`src/rtl/alu_ctrl_pkg.sv`:
```
// rtl/alu_ctrl_pkg.sv - shared constants, state encoding and helpers for the alu arbiter
//
// Purpose: op codes understood by the serial alu, the transaction state
// enum used by alu_arbiter, and a helper telling how many result bytes an
// op produces.
// Ports: none (package).
package alu_ctrl_pkg;

  localparam int DATA_W = 8;

  localparam logic [1:0] OP_ADD = 2'b00;
  localparam logic [1:0] OP_SUB = 2'b01;
  localparam logic [1:0] OP_MUL = 2'b10;
  localparam logic [1:0] OP_DIV = 2'b11;

  typedef enum logic [2:0] {
    IDLE,
    SEND_A,
    SEND_B,
    WAIT1,
    WAIT2,
    ABORT,
    DONE
  } state_t;

  // mul returns product low/high, div returns quotient/remainder
  function automatic logic is_two_byte(input logic [1:0] op);
    return (op == OP_MUL) || (op == OP_DIV);
  endfunction

endpackage

```
`src/rtl/rr_arbiter.sv`:
```
// rtl/rr_arbiter.sv - round-robin request picker with its own rotating pointer
//
// Purpose: combinationally picks the first asserted request starting at the
// pointer; when advance is high the pointer moves to winner+1 mod NREQ.
// Ports:
//   clk, rst  clock and synchronous active-high reset (pointer -> 0)
//   req       per-requester request levels
//   advance   commit the current pick (a grant is being issued)
//   grant     one-hot pick, all zero when no request
//   winner    index of the pick
module rr_arbiter #(
  parameter int NREQ = 2
) (
  input  logic                     clk,
  input  logic                     rst,
  input  logic [NREQ-1:0]          req,
  input  logic                     advance,
  output logic [NREQ-1:0]          grant,
  output logic [$clog2(NREQ)-1:0]  winner
);

  localparam int IDX_W = $clog2(NREQ);

  logic [IDX_W-1:0] ptr;

  always_comb begin : search
    logic           found;
    logic [IDX_W:0] pos;
    logic [IDX_W-1:0] sel;
    grant  = '0;
    winner = '0;
    found  = 1'b0;
    pos    = '0;
    sel    = '0;
    for (int i = 0; i < NREQ; i++) begin
      // wrap ptr+i into 0..NREQ-1 using one spare bit of headroom
      pos = {1'b0, ptr} + (IDX_W + 1)'(i);
      if (pos >= (IDX_W + 1)'(NREQ)) begin
        pos = pos - (IDX_W + 1)'(NREQ);
      end
      sel = pos[IDX_W-1:0];
      if (!found && req[sel]) begin
        found      = 1'b1;
        grant[sel] = 1'b1;
        winner     = sel;
      end
    end
  end

  always_ff @(posedge clk) begin
    if (rst) begin
      ptr <= '0;
    end else if (advance) begin
      ptr <= (winner == IDX_W'(NREQ - 1)) ? '0 : winner + 1'b1;
    end
  end

endmodule

```
`src/rtl/alu_arbiter.sv`:
```
// rtl/alu_arbiter.sv - shares one serial-operand alu between NREQ requesters
//
// Purpose: round-robin grants the alu, streams operand A then B, collects one
// or two result bytes, and aborts (pulsing alu_rst) when the alu stalls.
// Ports:
//   clk, rst        clock, synchronous active-high reset
//   req/op/a/b      per-requester request level, op code and operands (packed)
//   gnt, done       one-hot owner and one-cycle completion pulse (registered)
//   res, err        16-bit result and timeout flag, valid with done
//   alu_in/op/valid operand bus, op code and start strobe to the alu
//   alu_rst         alu reset: rst or the one-cycle abort
//   alu_o/alu_ready result byte and its strobe from the alu
module alu_arbiter
  import alu_ctrl_pkg::*;
#(
  parameter int NREQ    = 2,
  parameter int TIMEOUT = 64
) (
  input  logic                   clk,
  input  logic                   rst,
  input  logic [NREQ-1:0]        req,
  input  logic [2*NREQ-1:0]      op,
  input  logic [DATA_W*NREQ-1:0] a,
  input  logic [DATA_W*NREQ-1:0] b,
  output logic [NREQ-1:0]        gnt,
  output logic [NREQ-1:0]        done,
  output logic [15:0]            res,
  output logic                   err,
  output logic [DATA_W-1:0]      alu_in,
  output logic [1:0]             alu_op,
  output logic                   alu_valid,
  output logic                   alu_rst,
  input  logic [DATA_W-1:0]      alu_o,
  input  logic                   alu_ready
);

  localparam int IDX_W = $clog2(NREQ);
  // one extra bit so the counter can never wrap before the compare fires
  localparam int CNT_W = $clog2(TIMEOUT) + 1;

  state_t state, state_next;

  logic [NREQ-1:0]   grant;
  logic [IDX_W-1:0]  winner;
  logic              advance;

  logic [1:0]        op_q;
  logic [DATA_W-1:0] a_q, b_q;
  logic [CNT_W-1:0]  cnt;
  logic [15:0]       res_q;
  logic [NREQ-1:0]   gnt_q, done_q;
  logic              err_q;

  logic [1:0]        sel_op;
  logic [DATA_W-1:0] sel_a, sel_b;
  logic              two_byte;
  logic              timeout_hit;

  assign advance     = (state == IDLE) && (|req);
  assign two_byte    = is_two_byte(op_q);
  assign timeout_hit = (cnt == CNT_W'(TIMEOUT - 1));

  rr_arbiter #(.NREQ(NREQ)) u_rr (
    .clk     (clk),
    .rst     (rst),
    .req     (req),
    .advance (advance),
    .grant   (grant),
    .winner  (winner)
  );

  // operand mux for the winning requester
  always_comb begin
    sel_op = '0;
    sel_a  = '0;
    sel_b  = '0;
    for (int i = 0; i < NREQ; i++) begin
      if (winner == IDX_W'(i)) begin
        sel_op = op[2*i +: 2];
        sel_a  = a[DATA_W*i +: DATA_W];
        sel_b  = b[DATA_W*i +: DATA_W];
      end
    end
  end

  // state register
  always_ff @(posedge clk) begin
    if (rst) begin
      state <= IDLE;
    end else begin
      state <= state_next;
    end
  end

  // next-state logic; alu_ready takes priority over the timeout
  always_comb begin
    state_next = state;
    case (state)
      IDLE:   if (|req) state_next = SEND_A;
      SEND_A: state_next = SEND_B;
      SEND_B: state_next = WAIT1;
      WAIT1: begin
        if (alu_ready)        state_next = two_byte ? WAIT2 : DONE;
        else if (timeout_hit) state_next = ABORT;
      end
      WAIT2: begin
        if (alu_ready)        state_next = DONE;
        else if (timeout_hit) state_next = ABORT;
      end
      ABORT:   state_next = DONE;
      DONE:    state_next = IDLE;
      default: state_next = IDLE;
    endcase
  end

  // datapath and registered outputs
  always_ff @(posedge clk) begin
    if (rst) begin
      op_q   <= '0;
      a_q    <= '0;
      b_q    <= '0;
      cnt    <= '0;
      res_q  <= '0;
      gnt_q  <= '0;
      done_q <= '0;
      err_q  <= 1'b0;
    end else begin
      case (state)
        IDLE: begin
          if (advance) begin
            op_q  <= sel_op;
            a_q   <= sel_a;
            b_q   <= sel_b;
            res_q <= '0;
          end
        end
        SEND_B: cnt <= '0;
        WAIT1: begin
          if (alu_ready) begin
            res_q[7:0] <= alu_o;
            if (!two_byte) res_q[15:8] <= '0;
            cnt <= '0;
          end else begin
            cnt <= cnt + 1'b1;
          end
        end
        WAIT2: begin
          if (alu_ready) res_q[15:8] <= alu_o;
          else           cnt <= cnt + 1'b1;
        end
        ABORT:   res_q <= '0;
        default: ;
      endcase

      if (state == IDLE)      gnt_q <= grant;
      else if (state == DONE) gnt_q <= '0;

      done_q <= (state_next == DONE) ? gnt_q : '0;
      err_q  <= (state == ABORT);
    end
  end

  // alu-side outputs decoded from the current state
  always_comb begin
    alu_valid = (state == SEND_A);
    alu_op    = (state == IDLE) ? 2'b00 : op_q;
    alu_rst   = rst || (state == ABORT);
    case (state)
      IDLE:    alu_in = '0;
      SEND_A:  alu_in = a_q;
      default: alu_in = b_q;
    endcase
  end

  assign gnt  = gnt_q;
  assign done = done_q;
  assign res  = res_q;
  assign err  = err_q;

endmodule
```
`config.mk`:
```
export PLATFORM = sky130hd
export DESIGN_NAME = alu_arbiter
export DESIGN_NICKNAME = d
export VERILOG_FILES = /design/src/rtl/alu_ctrl_pkg.sv /design/src/rtl/rr_arbiter.sv /design/src/rtl/alu_arbiter.sv
export SDC_FILE = /design/constraint.sdc
export NUM_CORES = 1
export LEC_CHECK = 0
export ABC_CLOCK_PERIOD_IN_PS = 1640
export BUFFER_PORTS_ARGS = -buffer_cell sky130_fd_sc_hd__clkbuf_2
export CORE_MARGIN = 2
export CORE_UTILIZATION = 48
export CTS_BUF_LIST = sky130_fd_sc_hd__clkbuf_2 sky130_fd_sc_hd__clkbuf_4 sky130_fd_sc_hd__clkbuf_8
export CTS_CLUSTER_DIAMETER = 30
export DETAILED_ROUTE_END_ITERATION = 16
export PLACE_DENSITY = 0.83
export SKIP_CTS_REPAIR_TIMING = 1
export SLEW_MARGIN = 20
export SYNTH_ARGS = -nofsm -noshare
export SYNTH_HDL_FRONTEND = slang
export SYNTH_HIERARCHICAL = 1
export SYNTH_SLANG_ARGS = --single-unit
```
`constraint.sdc`:
```
create_clock -name clk -period 1.64 [get_ports clk]
set_input_delay 0.246 -clock clk [delete_from_list [all_inputs] [get_ports clk]]
set_output_delay 0.246 -clock clk [all_outputs]
set_load 0.005 [all_outputs]
```
Word level (Yosys, flattened, before mapping)

Cells that the tools add are included.

Flip-flop bits (word level): 50
Latch bits: 0
RAM bits: 0
ROM bits: 0
Bits of input ports: 49
Output and inout port bits: 33
Logic and storage cells: 95
Memories kept: 0

$add $sub $neg: 5
Multiply operators: 0
Divide/modulo/power cells: 0
Order comparisons: 6
Equality and inequality tests: 15
Shift-type cells: 0
Muxes and demuxes: 38
Bitwise logic cells: 2
Reductions and logical operators: 18

Operators with widths:

| kind                  | count |
|---|---|
| $mux W16              | 2 |
| $mux W8               | 4 |
| $pmux W8 S4           | 1 |
| $pmux W8 S3           | 1 |
| $pmux W7 S3           | 1 |
| $pmux W3 S6           | 1 |
| $pmux W8 S2           | 1 |
| $mux W2               | 7 |
| $mux W7               | 2 |
| $eq A3 B3 Y1 const B  | 4 |
| $mux W1               | 12 |
| $mux W3               | 4 |
| $ne A2 B2 Y1 const B  | 5 |
| $add A7 B1 Y7 const B | 1 |
| $eq A7 B6 Y1 const B  | 1 |
| $eq A3 B2 Y1 const B  | 2 |
| $reduce_bool A3 Y1    | 2 |
| $reduce_and A5 Y1     | 1 |
| $eq A2 B2 Y1 const B  | 2 |
| $logic_and A1 B1 Y1   | 4 |
| $lt A1 B2 Y1 const B  | 2 |
| $reduce_and A2 Y1     | 2 |
| $reduce_bool A4 Y1    | 1 |
| $reduce_or A2 Y1      | 2 |
| 15 further kinds      | 19 |

Logic depth before layout (Yosys ltp)

Gate-level depths: netlist of run 1.

Depth after elaboration: 10
Depth in mapped cells: 6
Gate-level depth less buffers: 5

By module

Netlist of run 1, hierarchy kept.

Modules (own cells, without submodules):

| module      | times used | cells an instance | area an instance (sq um) | sequential area each (sq um) |
|---|---|---|---|---|
| alu_arbiter | 1          | 285               | 2558.7                   | 980.9 |
| rr_arbiter  | 1          | 7                 | 75.1                     | 20.0 |

Least setup slack after synthesis of run 1

No wires, ideal clock.

Path kind: flip-flop to flip-flop
Start: reg (tool-made name)
End: reg a_q[2]
Setup time: 0.142 ns
Data arrival time: 1.543 ns
Data required time: 1.498 ns
Setup slack: -0.045 ns
Stages on the path, launching flop included: 7
Path buffers: 2
Period minus slack after synthesis: 1.685 ns
Cell sequence: dfxtp_1 > nand2b_4 > and2_2 > buf_4 > buf_1 > mux2i_1 > a211oi_2

RTL lines:

| element                | line               | source |
|---|---|---|
| end signal: assignment | alu_arbiter.sv:132 | `a_q <= sel_a;` |
| end: declaration       | alu_arbiter.sv:48  | `logic [DATA_W-1:0] a_q, b_q;` |

Worst setup path in the final report of run 1

Start: reg state[1]
End: out alu_op[0]

Word-level cells in the longest chain between the ends: 2

RTL lines:

| element                  | line               | source |
|---|---|---|
| start: declaration       | alu_arbiter.sv:41  | `state_t state, state_next;` |
| start signal: assignment | alu_arbiter.sv:91  | `state <= state_next;` |
| $logic_not A3 Y1         | alu_arbiter.sv:166 | `alu_op = (state == IDLE) ? 2'b00 : op_q;` |
| $mux W2                  | alu_arbiter.sv:166 |  |
| end: declaration         | alu_arbiter.sv:30  | `output logic [1:0] alu_op,` |

Every way passes these cells.

==> results of run 1 <==
[logic make-up after synthesis]
group / count (synthesis)
AND/OR/NAND/NOR: 119
AO/OA/AOI/OAI: 58
adder cells (fa/ha/maj): 1
XOR/XNOR: 5
multiplexers: 35
buffers and inverters: 24
flip-flops: 50
[layer usage]
metal	up-vias	GRT usage, %	wire length (um)
li1	1196	-	-
met1	1086	23.64	2629
met2	75	34.40	2902
met3	6	3.793	347
met4	0	5.789	60
met5	-	0	0
[worst reg2reg max path: cells and delay by family, from the launching register on]
kind	cells	cell delay, ns
buf+inv	1	0.19
simple gates	2	0.47
flops	1	0.33
compound gates	2	0.42
[cell type report]
class                           count  area [um2]  share of cell area [%]
Multi-Input combinational cell    218        1533                   45.73
Timing Repair Buffer              102       608.1                   18.14
Clock inverter                      3       45.04                   1.344
Tap cell                           70       87.58                   2.613
Clock buffer                        5       68.82                   2.053
Sequential cell                    50        1002                   29.90
Inverter                            2       7.507                  0.2240
[sequential cells by signal (all words and copies together) (netlist names), named ones only]
register / flops
res: 16
a_q: 8
b_q: 8
cnt: 7
state: 3
done: 2
gnt: 2
op_q: 2
err: 1
[stage by stage]
stage	setup TNS [ns]	area, um2	std cells	power, W
global placement	0	3172	437	0.002170
floorplan	0	2635	292	0.001939
global route	-0.1163	3352	450	0.003224
detailed placement	0	3172	437	0.002190
CTS	-0.1941	3286	445	0.003046
finish	0	3352	450	0.003073
[cells in the mapped netlist (all sizes together) (2+ instances only)]
| library cell | n |
|---|---|
| inv | 2 |
| and4 | 2 |
| nand3 | 2 |
| o21a | 6 |
| xnor2 | 2 |
| a211oi | 19 |
| o21ai | 13 |
| a21oi | 3 |
| mux2i | 35 |
| xor2 | 3 |
| nor2b | 11 |
| and4b | 2 |
| buf | 12 |
| a22oi | 4 |
| nor3b | 3 |
| nand2 | 35 |
| nor2 | 33 |
| a31o | 2 |
| clkbuf | 10 |
| dfxtp | 50 |
| nand2b | 20 |
| nor3 | 2 |
| o2111ai | 2 |
| and2 | 3 |
| or2 | 3 |
[where the power goes]
group          switching, W  internal [W]  leakage (nW)
sequential        0.0000619       0.00131         0.409
combinational      0.000426      0.000403         0.997
clock              0.000419      0.000454        0.0504
total              0.000907       0.00217          1.46
[how the worst max path moves through the flow]
stage,cells after the start,slack [ns],from,end
2_1_floorplan,5,0.04,state[1],register
3_3_place_gp,5,0.09,req[1],res[15]
3_5_place_dp,5,0.03,req[1],res[9]
4_1_cts,4,-0.04,state[1],alu_in[2]
5_1_grt,6,-0.03,state[2],alu_rst
6_report,4,0.04,state[1],alu_op[0]
[layout by cell type (no fill, tap or decap), drive strengths merged, types with 2 or more instances in the layout]
master | Yosys | layout
clkbuf | 10 | 86
xnor2 | 2 | 2
nand2 | 35 | 35
and4 | 2 | 2
a22oi | 4 | 4
and2 | 3 | 3
dfxtp | 50 | 50
nand2b | 20 | 20
nor3b | 3 | 3
a211oi | 19 | 19
o2111ai | 2 | 2
nand3 | 2 | 2
a21oi | 3 | 3
nor3 | 2 | 2
clkinvlp | 0 | 2
buf | 12 | 21
mux2i | 35 | 35
and4b | 2 | 2
a31o | 2 | 2
o21a | 6 | 6
xor2 | 3 | 3
or2 | 3 | 3
inv | 2 | 2
nor2 | 33 | 33
o21ai | 13 | 13
nor2b | 11 | 11
==> reports/metrics.csv, run 1 <==
stage,metric,value,unit
logic_synthesis,synth_top_family_by_area,simple AND/OR/NAND/NOR gates,
clock_network,worstSkewPairLatency,0.30,ns
worst_setup_path,cpMaxStageDelayCell,dfxtp_2,
logic_synthesis,yosysWarnings,6,
clock_network,clock-root-buffer,clkbuf_8,
placed_design,place_ws,0.03295,ns
logic_synthesis,syn_area,2634,um2
cells_and_area,fillers,414,
floorplan,initial_core_util,50.60,%
sta,setup_slack,0.04408,ns
sta,slew_violations,0,
worst_setup_path,cp-end-kind,output port,
clock_network,cts_htree_levels,2,
logic_synthesis,synth_edf_count,0,
floorplan,die_area,6096,um2
routing,drc_errors,0,
grt,grt_use_total,19.34,%
floorplan,row_count,26,
sta,min_period_over_period,97.31,%
logic_synthesis,synth.mux.area_fraction,13.30,%
logic_synthesis,synthFlopType,dfxtp_1,
logic_synthesis,synth_seq_area_share,38.00,%
worst_setup_path,worst-path-buf-inv,2,
logic_synthesis,syn_avg_cell_area,9.020,um2
grt,grt_pass1_vias,2111,
floorplan,die_x,78.08,um
worst_hold_path,hold_path_depth,2,
power_and_ir_drop,leakagePower,1.456,nW
cells_and_area,drive_gt1_share,36.58,%
logic_synthesis,yosys.area.top_type,dfxtp_1,
clock_network,cts_inserted_buffers,5,
power_and_ir_drop,ir_drop,491.9,uV
routing,antenna_left,0,
sta,rsz0062_at_grt,true,
worst_setup_path,r2r-end,cnt[5],
sta,max_freq,0.6266,GHz
worst_setup_path,cp_max_fo,9,
worst_hold_path,min_from,req[1],
routing,wl_per_cell,13.20,um
logic_synthesis,synthAdderAreaFrac,0.4751,%
placed_design,io_buffers,81,
routing,first_iter_violations,97,
worst_setup_path,required,1.39,ns
sta,hold_viol_final,0,
job,maxCapViolations,0,
logic_synthesis,synthTopCellsByArea,"dfxtp_1 (38%), mux2i_1 (13%), a211oi_2 (5.2%), nand2_1 (5.0%), nor2_1 (4.7%)",
logic_synthesis,ys_types,47,
cells_and_area,n_antenna_cell,0,
worst_hold_path,min-delay-path-class,input pin to register,
logic_synthesis,synth_compound_gate_area_share,17.96,%
logic_synthesis,yosysTopAreaCellShare,38.00,%
worst_setup_path,reg2reg_depth,5,
logic_synthesis,synth_xor_area_share,1.663,%
grt,grt_pass1_wl,9604,um
grt,grt_max_degree,32,
clock_network,cts_tree,done,
cells_and_area,area_growth,27.27,%
power_and_ir_drop,power_density,916.7,nW/um2
cells_and_area,nets,429,
logic_synthesis,async_flop_share,0,%
clock_network,clock-sinks,50,
grt,grt_antenna_before_repair,0,
clock_network,clkTransAtPathRegs,0.10,ns
routing,avgViaCountPerCell,5.251,
sta,holdWs,0.2057,ns
worst_setup_path,critPathArrivalTime,1.35,ns
sta,relSlewSlack,66.68,%
sta,fin_skew,0.009071,ns
worst_setup_path,r2r_slack,0.13,ns
sta,worst_slew_pin_slew,0.4998,ns
status,status,"finished, final reports clean",
routing,routed_wl,5939,um
cells_and_area,finish.utilization,64.40,%
worst_setup_path,cp_cell_sequence,or2_4 > buf_4 > o21a_1 > clkbuf_2,
placed_design,dpl.hpwl,4325,um
floorplan,fp.dieH,78.08,um
worst_setup_path,reg2reg_from,state[1],
logic_synthesis,syn_inst,292,
worst_setup_path,worst_setup_path_start_kind,register,
floorplan,pin_count,82,
logic_synthesis,syn-num-nets,342,
worst_setup_path,cp_slowest_stage_delay,0.33,ns
placed_design,place_congestion,0.7942,
worst_setup_path,critical-path-top-delay-family,flip-flops,
grt,overflow,0,
sta,min_period,1.596,ns
routing,vias,2363,
clock_network,clock_path_buffers,2,
routing,dr.pass1.iters,4,
logic_synthesis,ys_ff_latch,50,
worst_setup_path,critPathKind,register to output port,
logic_synthesis,synth-simple-area-share,24.04,%
sta,setup_viol,0,
floorplan,core,5205,um2
Note: power is estimated with default switching activity, not from simulation.
==> run 2, diff against run 1 <==
--- a/config.mk
+++ b/config.mk
@@ -7,6 +7,7 @@
 export LEC_CHECK = 0
 export ABC_CLOCK_PERIOD_IN_PS = 1640
 export BUFFER_PORTS_ARGS = -buffer_cell sky130_fd_sc_hd__clkbuf_2
+export CAP_MARGIN = 10
 export CORE_MARGIN = 2
 export CORE_UTILIZATION = 48
 export CTS_BUF_LIST = sky130_fd_sc_hd__clkbuf_2 sky130_fd_sc_hd__clkbuf_4 sky130_fd_sc_hd__clkbuf_8
==> constraint.sdc (replaced) <==
create_clock -name clk -period 1.64 [get_ports clk]
set_input_delay 0.328 -clock clk [delete_from_list [all_inputs] [get_ports clk]]
set_output_delay 0.328 -clock clk [all_outputs]
set_load 0.005 [all_outputs]
==> run 2 against run 1 <==
  * The flow now finishes with violations (negative setup slack)
  * Die area unchanged
  * Worst hold slack better by 0.092 ns
  * Register-to-register slack worse by 0.04 ns
  * Sequential share of layout area down 0.17 points
  * First-iteration DRC count up 6.2%
  * Wire length down 1.4%
  * Global-route usage down 0.25 points
  * Via count down 1.9%
  * Core utilization up 0.60 points
==> reports/metrics.csv, run 2 (synthesis results as in run 1) <==
stage,metric,value,unit,change
status,status,"complete, but fails checks",,
status,violations,negative setup slack,,
sta,min_period,1.661,ns,+0.06472 ns
cells_and_area,nets,427,,-0.47%
clock_network,cts_htree_levels,2,,unchanged
cells_and_area,finish.utilization,65.00,%,+0.60 points
clock_network,clkTransAtPathRegs,0.08,ns,-0.02 ns
power_and_ir_drop,ir_drop,445.7,uV,-9.4%
power_and_ir_drop,power_density,909.9,nW/um2,-0.74%
cells_and_area,final_cell_mix,"clkbuf_2 (79), dfxtp_1 (48), mux2i_1 (35), nand2_1 (34), nor2_1 (33)",,
floorplan,row_count,26,,unchanged
grt,grt_use_total,19.09,%,-0.25 points
floorplan,die_x,78.08,um,unchanged
grt,grt_pass1_vias,2276,,+7.8%
routing,routed_wl,5855,um,-1.4%
placed_design,place_congestion,0.7609,,-4.2%
worst_setup_path,worst_setup_path_start_kind,register,,
grt,overflow,0,,unchanged
routing,first_iter_violations,103,,+6.2%
routing,dr.pass1.iters,5,,+1
sta,slew_violations,0,,unchanged
sta,fin_skew,0.008337,ns,-0.0007339 ns
worst_setup_path,cpMaxStageDelayCell,dfxtp_2,,
cells_and_area,finalNonFillerCells,448,,-0.44%
cells_and_area,area_growth,28.46,%,
power_and_ir_drop,power,0.003078,W,+0.19%
cells_and_area,final_common_cell,clkbuf_2,,
worst_setup_path,cp_slowest_stage_delay,0.35,ns,+0.02 ns
power_and_ir_drop,leakagePower,1.472,nW,+1.1%
floorplan,fp.dieH,78.08,um,unchanged
cells_and_area,largest_reg_flops,16,,unchanged
placed_design,dpl.hpwl,4458,um,+3.1%
cells_and_area,n_antenna_cell,0,,unchanged
sta,rsz0062_at_grt,true,,
routing,vias,2317,,-1.9%
grt,grt_pass1_wl,9604,um,unchanged
worst_setup_path,cp_max_fo,11,,+2
grt,grt_max_degree,37,,+16%
worst_setup_path,worst-path-buf-inv,2,,unchanged
worst_setup_path,critPathArrivalTime,1.33,ns,-0.02 ns
worst_setup_path,required,1.31,ns,-0.08 ns
worst_setup_path,critPathKind,register to output port,,
floorplan,die_area,6096,um2,unchanged
floorplan,pin_count,82,,unchanged
routing,antenna_left,0,,unchanged
worst_hold_path,min-delay-path-class,input pin to register,,
placed_design,dp.cells,440,,+0.69%
floorplan,initial_core_util,50.60,%,unchanged
sta,max_freq,0.6022,GHz,-3.9%
clock_network,cts_inserted_buffers,5,,unchanged
clock_network,cts_tree,done,,
clock_network,clock-sinks,50,,unchanged
worst_setup_path,cp_cell_sequence,or2_4 > buf_6 > o21a_1 > clkbuf_2,,
routing,avgViaCountPerCell,5.172,,-1.5%
placed_design,io_buffers,81,,unchanged
routing,wl_per_cell,13.07,um,-0.97%
grt,grt_antenna_before_repair,0,,unchanged
floorplan,core,5205,um2,unchanged
clock_network,clock-root-buffer,clkbuf_8,,
sta,relSlewSlack,69.40,%,+2.7 points
cells_and_area,drive_gt1_share,37.83,%,+1.3 points
worst_setup_path,cp-end-kind,output port,,
clock_network,worstSkewPairLatency,0.30,ns,about the same
job,maxCapViolations,0,,unchanged
sta,setup_slack,-0.02064,ns,-0.06472 ns
sta,min_period_over_period,101.3,%,+3.9 points
sta,worst_slew_pin_slew,0.4570,ns,-0.04278 ns
routing,drc_errors,0,,unchanged
worst_setup_path,critical-path-top-delay-family,flip-flops,,
sta,hold_viol_final,0,,unchanged
sta,setup_viol,6,,+6
clock_network,clock_path_buffers,2,,unchanged
run 2: changes by cell type in the layout (fill, tap and decap cells not counted), sizes merged:
cell      previous run  this run
clkinvlp             2         0
run 2: area by class of cell:
type                    count  area [um2]
fillers                   408        1822
well taps                  70       87.58
flip-flops and latches     50        1006
repair buffers            100       618.1
clock inverters             1       30.03
clock buffers               7       83.83
multi-input cells         218        1550
inverters                   2       7.507
run 2: worst paths after layout:
path	end	slack [ns]	from	depth (start not counted)
worst max register to register	b_q[4]	0.09	state[2]	5
worst max-delay path	alu_op[0]	-0.02	state[2]	4
worst min register to register	res[6]	0.48	res[6]	2
worst min-delay path	register	0.30	req[1]	2
run 2: where the power goes:
| group | switching, W | internal [W] |
|---|---|---|
| logic | 0.000427 | 0.000407 |
| registers | 0.0000680 | 0.00131 |
| clock network | 0.000378 | 0.000490 |
| total | 0.000873 | 0.00221 |
run 2: metal layers:
metal / GRT usage (%) / vias to the layer above / routed length (um)
met5: 0 / - / 0
met4: 5.439 / 0 / 38
met3: 3.793 / 4 / 320
met2: 36.29 / 69 / 2872
met1: 21.45 / 1053 / 2624
li1: - / 1191 / -
run 2: per-stage QoR:
stage	cell area [um2]	hold WS (ns)	setup TNS (ns)	worst slack (ns)
after floorplan	2635	0.3959	0	0.03477
after global placement	3219	0.4619	0	0.006090
after detailed placement	3219	0.4689	-0.3586	-0.05616
after CTS	3333	0.2933	-1.171	-0.1246
after global routing	3383	0.2915	-0.4535	-0.05895
final	3383	0.2975	-0.05315	-0.02064
==> run 3, diff against run 2 <==
--- a/config.mk
+++ b/config.mk
@@ -10,7 +10,7 @@
 export CAP_MARGIN = 10
 export CORE_MARGIN = 2
 export CORE_UTILIZATION = 48
-export CTS_BUF_LIST = sky130_fd_sc_hd__clkbuf_2 sky130_fd_sc_hd__clkbuf_4 sky130_fd_sc_hd__clkbuf_8
+export CTS_BUF_LIST = sky130_fd_sc_hd__clkbuf_8
 export CTS_CLUSTER_DIAMETER = 30
 export DETAILED_ROUTE_END_ITERATION = 16
 export PLACE_DENSITY = 0.83
==> run 3 against run 2 <==
  * Global-route usage did not move
  * Wire length increased by 0.19%
  * Critical path depth unchanged
  * Sequential share of layout area rose by 0.066 points
  * Worst setup slack lost 0.00067 ns
  * Sequential power about the same
  * The run still ends with negative setup slack left
  * Register-to-register slack about the same
  * Core utilization down 0.14 points
  * Fmax about the same
  * Flip-flop and latch count unchanged
  * Power decreased by 1.4%
==> reports/metrics.csv, run 3 (synthesis results as in run 1) <==
stage,metric,value,unit,change
status,status,"complete, but fails checks",,
status,violations,negative setup slack,,
worst_setup_path,path_depth,4,,unchanged
grt,grt_pass1_vias,2276,,unchanged
sta,rsz0062_at_grt,true,,
grt,grt.busiest_layer,met2,,
routing,vias,2321,,+0.17%
grt,overflow,0,,unchanged
floorplan,fp.dieH,78.08,um,unchanged
worst_setup_path,cp_slowest_stage_delay,0.35,ns,about the same
worst_setup_path,crit_end,alu_op[0],,
routing,routed_wl,5866,um,+0.19%
worst_hold_path,min-delay-path-class,input pin to register,,
worst_setup_path,r2r_slack,0.10,ns,about the same
sta,relSlewSlack,69.40,%,about the same
placed_design,dpl.hpwl,4458,um,unchanged
floorplan,die_area,6096,um2,unchanged
cells_and_area,largest_reg_flops,16,,unchanged
floorplan,die_x,78.08,um,unchanged
worst_setup_path,worst_setup_path_start_kind,register,,
floorplan,core,5205,um2,unchanged
worst_setup_path,critical-path-top-delay-family,flip-flops,,
sta,setup_slack,-0.02131,ns,-0.0006663 ns
power_and_ir_drop,leakagePower,1.473,nW,about the same
sta,worst_slew_pin_slew,0.4570,ns,-0.000004768 ns
worst_setup_path,reg2reg_depth,5,,unchanged
cells_and_area,final_cell_mix,"clkbuf_2 (79), dfxtp_1 (48), mux2i_1 (35), nand2_1 (34), nor2_1 (33)",,
worst_hold_path,min_from,req[1],,
placed_design,io_buffers,81,,unchanged
cells_and_area,seqCellArea,1006,um2,unchanged
routing,dr.pass1.iters,4,,-1
routing,avgViaCountPerCell,5.181,,+0.17%
routing,antenna_left,0,,unchanged
cells_and_area,n_antenna_cell,0,,unchanged
cells_and_area,multi_input_area,1550,um2,unchanged
floorplan,row_count,26,,unchanged
cells_and_area,final_common_cell,clkbuf_2,,
grt,use_met2,36.29,%,unchanged
clock_network,clock-sinks,50,,unchanged
grt,grtUsageMet1,21.45,%,unchanged
worst_setup_path,cp-end-kind,output port,,
clock_network,clock-root-buffer,clkbuf_8,,
worst_setup_path,required,1.31,ns,about the same
cells_and_area,nets,427,,unchanged
cells_and_area,area_growth,28.17,%,
worst_setup_path,cpMaxStageDelayCell,dfxtp_2,,
cells_and_area,fillers,410,,+0.49%
clock_network,worstSkewPairLatency,0.30,ns,about the same
power_and_ir_drop,power_density,898.9,nW/um2,-1.2%
sta,max_freq,0.6019,GHz,about the same
routing,drc_errors,0,,unchanged
grt,grt_antenna_before_repair,0,,unchanged
grt,grt_max_degree,37,,unchanged
clock_network,cts_inserted_buffers,5,,unchanged
routing,wl_per_cell,13.09,um,+0.19%
worst_setup_path,worst-path-buf-inv,2,,unchanged
clock_network,clock_path_buffers,2,,unchanged
worst_setup_path,r2r-end,b_q[4],,
worst_setup_path,cp_max_fo,11,,unchanged
sta,fin_skew,0.008290,ns,-0.00004779 ns
worst_setup_path,critPathLaunch,state[2],,
floorplan,initial_core_util,50.60,%,unchanged
clock_network,cts_tree,done,,
worst_setup_path,reg2reg_from,state[2],,
sta,min_period_over_period,101.3,%,about the same
cells_and_area,drive_gt1_share,37.30,%,-0.53 points
grt,met3_usage,3.793,%,unchanged
sta,slew_violations,0,,unchanged
worst_setup_path,cp_cell_sequence,or2_4 > buf_6 > o21a_1 > clkbuf_2,,
power_and_ir_drop,ir_drop,445.7,uV,about the same
job,maxCapViolations,0,,unchanged
sta,hold_viol_final,0,,unchanged
floorplan,pin_count,82,,unchanged
worst_setup_path,critPathArrivalTime,1.33,ns,about the same
grt,grt_pass1_wl,9604,um,unchanged
sta,setup_viol,6,,unchanged
clock_network,cts_htree_levels,2,,unchanged
sta,setup-tns-final,-0.05710,ns,-0.003944 ns
placed_design,place_congestion,0.7609,,unchanged
routing,first_iter_violations,103,,unchanged
sta,holdWs,0.2964,ns,-0.001124 ns
clock_network,clkTransAtPathRegs,0.08,ns,about the same
worst_setup_path,critPathKind,register to output port,,
grt,grt_use_total,19.09,%,unchanged
sta,min_period,1.661,ns,+0.0006663 ns
-- run 3: cell types whose count changed in the layout (fill, tap and decap cells not counted), sizes merged --
cell | previous run | this run
inv | 2 | 4
clkbuf | 86 | 84
-- run 3: worst min path at each step --
stage,endpoint,slack (ns),depth (start not counted)
2_1_floorplan,register,0.40,1
3_5_place_dp,res[6],0.47,2
6_report,register,0.30,2
5_1_grt,register,0.29,2
4_1_cts,register,0.29,2
3_3_place_gp,res[7],0.46,2
-- run 3: area by class of cell --
type | instances | area share, %
flip-flops and latches | 50 | 29.80
multi-input cells | 218 | 45.92
inverters | 2 | 0.2224
repair buffers | 100 | 18.31
clock inverters | 3 | 1.112
clock buffers | 5 | 2.039
well taps | 70 | 2.595
-- run 3: per-stage QoR --
step,power (W),cells,util [%],setup WS (ns),cell area (um2)
finish,0.003034,448,64.86,-0.02131,3376
floorplan,0.001939,292,-,0.03477,2635
detailed placement,0.002205,440,61.85,-0.05616,3219
global placement,0.002182,440,61.85,0.006090,3219
CTS,0.003029,448,63.89,-0.1248,3326
global route,0.003190,448,64.86,-0.05911,3376
-- run 3: routing by layer --
metal  up-vias  wire (um)
met1      1050       2626
met4         0         42
met5         -          0
met3         6        327
met2        75       2870
li1       1190          -
-- run 3: worst register-to-register path, delay by kind of cell (launching register included) --
family | cells | cell delay [ns]
AOI/OAI and AO/OA | 1 | 0.26
buffers and inverters | 1 | 0.24
DFF | 1 | 0.35
and+or+nand+nor | 3 | 0.59
-- run 3: report_power, final --
group / switching [W] / leakage (nW) / internal (W)
clock: 0.000379 / 0.0607 / 0.000444
combinational: 0.000427 / 1.00 / 0.000407
sequential: 0.0000682 / 0.410 / 0.00131
total: 0.000874 / 1.47 / 0.00216
